[src/rtl/fetch_stage.sv]
// LEGv8 instruction fetch: holds the PC, issues one imem read at a time, and buffers {pc, instr} for decode.
// Latency: a request issues one cycle after a word is accepted; the word reaches id_* the cycle after imem_rvalid.
// Backpressure: id_ready low fills the buffer, which stops requests. Optional perf counters via FETCH_PERF_EN.

// fetch_fifo: small synchronous FIFO with flush and a combinational head.
// Latency: a pushed word is visible at the head on the next cycle.
// Backpressure: none internally; the caller must never push when full or pop when empty.
module fetch_fifo #(
    parameter int W     = 96,
    parameter int DEPTH = 2
) (
    input  logic                   clk,
    input  logic                   i_rst_n,
    input  logic                   i_flush,
    input  logic                   i_push,
    input  logic [W-1:0]           i_push_dat,
    input  logic                   i_pop,
    output logic [W-1:0]           o_head_dat,
    output logic [$clog2(DEPTH):0] o_count
);
    localparam int AW = $clog2(DEPTH);

    logic [W-1:0]  r_mem [DEPTH];
    logic [AW-1:0] r_wr_ptr;
    logic [AW-1:0] r_rd_ptr;
    logic [AW:0]   r_count;

    always_ff @(posedge clk) begin
        if (i_push && !i_flush) begin
            r_mem[r_wr_ptr] <= i_push_dat;
        end
    end

    always_ff @(posedge clk or negedge i_rst_n) begin
        if (!i_rst_n) begin
            r_wr_ptr <= '0;
            r_rd_ptr <= '0;
            r_count  <= '0;
        end else if (i_flush) begin
            r_wr_ptr <= '0;
            r_rd_ptr <= '0;
            r_count  <= '0;
        end else begin
            if (i_push) begin
                r_wr_ptr <= r_wr_ptr + 1'b1;
            end
            if (i_pop) begin
                r_rd_ptr <= r_rd_ptr + 1'b1;
            end
            case ({i_push, i_pop})
                2'b10:   r_count <= r_count + 1'b1;
                2'b01:   r_count <= r_count - 1'b1;
                default: r_count <= r_count;
            endcase
        end
    end

    assign o_head_dat = r_mem[r_rd_ptr];
    assign o_count    = r_count;
endmodule

module fetch_stage #(
    parameter int              PC_W     = 64,
    parameter logic [PC_W-1:0] RESET_PC = {PC_W{1'b0}},
    parameter int              DEPTH    = 2
) (
    input  logic            clk,
    input  logic            reset,
    output logic            imem_req,
    output logic [PC_W-1:0] imem_addr,
    input  logic            imem_rvalid,
    input  logic [31:0]     imem_rdata,
    input  logic            redirect,
    input  logic [PC_W-1:0] redirect_pc,
    output logic            id_valid,
    input  logic            id_ready,
    output logic [31:0]     id_instr,
    output logic [PC_W-1:0] id_pc,
    output logic [31:0]     perf_fetched,
    output logic [15:0]     perf_flushes
);
    localparam logic [1:0] S_IDLE = 2'd0;
    localparam logic [1:0] S_WAIT = 2'd1;
    localparam logic [1:0] S_DROP = 2'd2;
    localparam int         CW     = $clog2(DEPTH) + 1;
    localparam int         EW     = PC_W + 32;

    logic [1:0]      r_state;
    logic [PC_W-1:0] r_pc;
    logic            r_out_en;

    logic [CW-1:0]   w_count;
    logic [EW-1:0]   w_head;
    logic            w_id_valid;
    logic            w_issue;
    logic            w_push;
    logic            w_pop;

    // r_out_en holds off the first request until one edge after reset release.
    always_ff @(posedge clk or negedge reset) begin
        if (!reset) begin
            r_out_en <= 1'b0;
        end else begin
            r_out_en <= 1'b1;
        end
    end

    assign w_id_valid = (w_count != '0);
    // The in-flight word's slot is reserved: only IDLE may issue, so count+inflight <= DEPTH.
    assign w_issue    = r_out_en && (r_state == S_IDLE) && !redirect && (w_count < CW'(DEPTH));
    assign w_push     = (r_state == S_WAIT) && imem_rvalid && !redirect;
    assign w_pop      = w_id_valid && id_ready && !redirect;

    always_ff @(posedge clk or negedge reset) begin
        if (!reset) begin
            r_state <= S_IDLE;
            r_pc    <= RESET_PC;
        end else begin
            if (redirect) begin
                r_pc <= redirect_pc;
            end else if (w_push) begin
                r_pc <= r_pc + PC_W'(4);
            end

            case (r_state)
                S_IDLE: begin
                    if (w_issue) begin
                        r_state <= S_WAIT;
                    end
                end
                S_WAIT: begin
                    if (imem_rvalid) begin
                        r_state <= S_IDLE;
                    end else if (redirect) begin
                        r_state <= S_DROP;
                    end
                end
                S_DROP: begin
                    if (imem_rvalid) begin
                        r_state <= S_IDLE;
                    end
                end
                default: r_state <= S_IDLE;
            endcase
        end
    end

    fetch_fifo #(
        .W     (EW),
        .DEPTH (DEPTH)
    ) u_buf (
        .clk        (clk),
        .i_rst_n    (reset),
        .i_flush    (redirect),
        .i_push     (w_push),
        .i_push_dat ({r_pc, imem_rdata}),
        .i_pop      (w_pop),
        .o_head_dat (w_head),
        .o_count    (w_count)
    );

    assign imem_req  = w_issue;
    assign imem_addr = r_pc;
    assign id_valid  = w_id_valid;
    // Stale storage stays hidden while the buffer is empty.
    assign id_pc     = w_id_valid ? w_head[EW-1:32] : '0;
    assign id_instr  = w_id_valid ? w_head[31:0]    : '0;

`ifdef FETCH_PERF_EN
    logic [31:0] r_perf_fetched;
    logic [15:0] r_perf_flushes;

    always_ff @(posedge clk or negedge reset) begin
        if (!reset) begin
            r_perf_fetched <= '0;
            r_perf_flushes <= '0;
        end else begin
            if (w_pop) begin
                r_perf_fetched <= r_perf_fetched + 32'd1;
            end
            if (redirect) begin
                r_perf_flushes <= r_perf_flushes + 16'd1;
            end
        end
    end

    assign perf_fetched = r_perf_fetched;
    assign perf_flushes = r_perf_flushes;
`else
    assign perf_fetched = '0;
    assign perf_flushes = '0;
`endif
endmodule

[config.mk]
export PLATFORM = sky130hd
export DESIGN_NAME = fetch_stage
export DESIGN_NICKNAME = d
export VERILOG_FILES = /design/src/rtl/fetch_stage.sv
export SDC_FILE = /design/constraint.sdc
export NUM_CORES = 1
export LEC_CHECK = 0
export CAP_MARGIN = 20
export CORE_MARGIN = 8
export CORE_UTILIZATION = 42
export CTS_CLUSTER_DIAMETER = 150
export DETAILED_ROUTE_END_ITERATION = 16
export GPL_ROUTABILITY_DRIVEN = 0
export MAX_ROUTING_LAYER = met4
export PLACE_DENSITY = 0.73
export SLEW_MARGIN = 20
export SYNTH_ARGS = -nofsm -noshare
export SYNTH_HDL_FRONTEND = slang
export SYNTH_SLANG_ARGS = --single-unit
[constraint.sdc]
create_clock -name clk -period 7.4 [get_ports clk]
set_input_delay 1.48 -clock clk [delete_from_list [all_inputs] [get_ports clk]]
set_output_delay 1.48 -clock clk [all_outputs]
set_load 0.03 [all_outputs]
==> out/qor.txt <==
Most frequent cells in the layout -> clkdlybuf4s50_1, edfxtp_1, nor2_1, mux2i_1, dfrtp_1
Clk slew on worst S/H paths -> 0.06 ns
Final hold violation count -> 0
Switching power -> 0.9184 mW
Setup crit end kind -> primary output
Seq pwr share -> 0.486
Crit path max-delay cell type -> nor2_4
Max cap viols -> 0
Root Driver -> clkbuf_16
I/O pin count -> 311
Most common cell after layout, fill and taps aside -> clkdlybuf4s50_1
First-pass GRT wire length -> 46860 um
Hold Slack -> 0.5009 ns
Synthesized area per cell -> 12.55 um^2
Via-per-instance ratio -> 5.129
CP Max Fanout -> 58
Max H-tree Level -> 1
Final min period -> 4.764 ns
Synth unique cells -> 50
First drt pass iteration count -> 5
Initial antenna violation count -> 0
Final setup skew -> 0.01931 ns
Sequential share of the synthesized area -> 0.6419
Initial core utilization -> 0.4241
Layout cells sized above 1 -> 0.06255
PD cells -> 229.9 nW/um^2
Synth Register Bits -> 263
Fillers -> 2332
Final global-route overflow total -> 0
DIE WIDTH -> 183.3 um
Largest delay share family, worst path -> buffers and inverters
Hold crit path type -> flip-flop to flip-flop
CTS tree -> yes
Total Die Area -> 33580 um^2
Cell taking the most area after synthesis -> edfxtp_1
CTS sink count -> 263
Die H -> 183.3 um
Peak VDD IR -> 0.1932 mV
Post-DRT Antenna Nets -> 0
Cell Int Power -> 2.638 mW
Worst skew pair latency -> 0.54 ns
Diodes inserted -> 0
Number of global-route vias before repair -> 8301
YS warnings -> 0
All-Layer GR Usage -> 0.1800
Final setup viols -> 0
Status -> complete, no violations
Switching Share -> 0.2582
WP data arrival -> 3.28 ns
Std cell rows -> 61
Final HPWL DP -> 21520 um
Core area -> 27710 um^2
Max-slew violations -> 0
WL final -> 31040 um
RSZ-0062 raised after global routing -> no
1st-iter DRT viols -> 601
Setup_tns -> 0 ns
Post-synth top area share -> 0.4907
Final-stage net count -> 1294
Worst Max-Slew Pin Slew -> 1.017 ns
Area delta synth->final -> 31.70%
Syn Inst Count -> 936
Synth Flop Type -> edfxtp_1
CTS Buf Count -> 29
Routed vias -> 8171
Crit path buf inv count -> 2
Worst path max stage delay -> 0.79 ns
FFs w/ async S/R, synth -> 0.2700
Mapped cell area -> 11750 um^2
WL per Instance -> 19.48 um
Postcts setup bufs -> 0
Largest net degree at the start of global routing -> 109
Relative slew slack -> 0.3210
Combinational power share -> 0.129
Post-synth EDFFs -> 192
Worst setup SP type -> flip-flop
Crit-path cells -> nor2_4 -> buf_4 -> nor2_1 -> clkdlybuf4s50_1
Pleak -> 5.283 nW
Fraction of power consumed by the clock network -> 0.385
CP Class -> flip-flop to primary output
Largest cells by area after synthesis -> edfxtp_1, dfrtp_1, mux2i_1
Port-buffer cells -> 262
Clock buffer depth -> 3
Post-cts hold buffer count -> 0
CTS resizes -> 0
Final Cycle Share -> 0.6438
Max Fclk -> 209.9 MHz
WP data required -> 5.92 ns
Post-route DRC violation count -> 0
synthesized netlist by cell type, types with 2 or more instances:
| master | number |
|---|---|
| edfxtp_1 | 192 |
| mux2i_1 | 98 |
| clkbuf_1 | 27 |
| nor2_1 | 122 |
| xnor2_1 | 23 |
| or2_2 | 2 |
| inv_1 | 14 |
| and4_1 | 6 |
| a21oi_1 | 3 |
| a31o_2 | 2 |
| and3_1 | 11 |
| nand4_1 | 29 |
| nand4b_1 | 2 |
| or4_4 | 4 |
| buf_4 | 48 |
| a31oi_1 | 13 |
| nor4_1 | 13 |
| nand3_1 | 28 |
| o31ai_1 | 3 |
| nor2b_1 | 4 |
| a22oi_1 | 3 |
| buf_1 | 14 |
| buf_2 | 2 |
| and2_1 | 8 |
| nand2_1 | 67 |
| o21ai_0 | 50 |
| nand4_2 | 2 |
| xor2_1 | 22 |
| conb_1 | 2 |
| or3_1 | 5 |
| dfrtp_1 | 71 |
| or4_1 | 9 |
| nor3_1 | 16 |
| mux2_2 | 4 |
| nor4_4 | 2 |
sequential cells by signal, summed over array words and instances (netlist names):
name	cells
imem_addr	64
r_out_en	1
u_buf.r_wr_ptr	1
r_state	2
u_buf.r_mem	192
u_buf.o_count	2
u_buf.r_rd_ptr	1
power groups by stage:
stage,Sequential (mW),Clock (mW),Combinational [mW]
floorplan,1.80,0,0.210
global route,1.74,1.46,0.487
detailed placement,1.76,0,0.460
global placement,1.75,0,0.455
finish,1.73,1.37,0.458
CTS,1.73,1.40,0.462
cell families after synthesis:
logic type	Yosys count	share of synthesized area
and+or+nand+nor	337	0.1461
DFF	263	0.6419
buffers and inverters	107	0.05079
muxes	102	0.08732
AOI/OAI and AO/OA	79	0.03865
xor gates and xnor gates	45	0.03354
other	2	0.0006391
adders and majority gates	1	0.001065
per-layer routing:
| metal | wire length (um) | GRT usage | up-vias | share of wire |
|---|---|---|---|---|
| li1 | - | - | 3829 | - |
| met1 | 13420 | 0.2289 | 4006 | 0.43 |
| met2 | 15010 | 0.2995 | 298 | 0.48 |
| met3 | 2090 | 0.03186 | 38 | 0.067 |
| met4 | 520 | 0.03741 | 0 | 0.017 |
| met5 | 0 | - | - | 0 |
through the flow:
stage / std cells / setup WS, ns / power [mW] / instance area, um^2 / utilization
CTS: 1593 / 2.590 / 3.587 / 15470 / 0.5586
finish: 1593 / 2.636 / 3.557 / 15470 / 0.5586
global placement: 1539 / 2.687 / 2.209 / 14570 / 0.5260
detailed placement: 1539 / 2.582 / 2.218 / 14570 / 0.5260
global route: 1593 / 2.389 / 3.687 / 15470 / 0.5586
floorplan: 983 / 0.8564 / 2.008 / 11930 / -
worst register-to-register path, stage by stage, from the launching register on:
cell and delay (ns):
dfrtp_1 0.40, inv_1 0.10, nor3b_1 0.60, and3_4 0.80, buf_4 0.68
final timing paths:
path	start	end	slack [ns]	cells after the start
worst max register to register	r_state[0]$_DFFE_PN0P_	u_buf.r_mem[1][23]$_DFFE_PP_	4.40	4
min in group asynchronous	reset	u_buf.o_count[1]$_DFFE_PN0P_	1.09	1
max in group asynchronous	reset	u_buf.r_rd_ptr$_DFFE_PN0P_	5.60	1
worst min-delay path	imem_addr[1]$_DFFE_PN0P_	u_buf.r_mem[1][33]$_DFFE_PP_	0.50	0
worst min register to register	imem_addr[1]$_DFFE_PN0P_	u_buf.r_mem[1][33]$_DFFE_PP_	0.50	0
worst max-delay path	u_buf.o_count[1]$_DFFE_PN0P_	id_pc[25]	2.64	4
cell type report:
cell class	instances	area [um^2]	share of cell area
flip-flops and latches	263	7546	0.4876
multi-input cells	613	3816	0.2466
repair buffers	271	2685	0.1735
clock buffers	41	780.7	0.05045
well taps	378	473.0	0.03056
clock inverters	13	121.4	0.007843
inverters	14	52.55	0.003396
No activity file was read; power rests on OpenSTA's default activity.
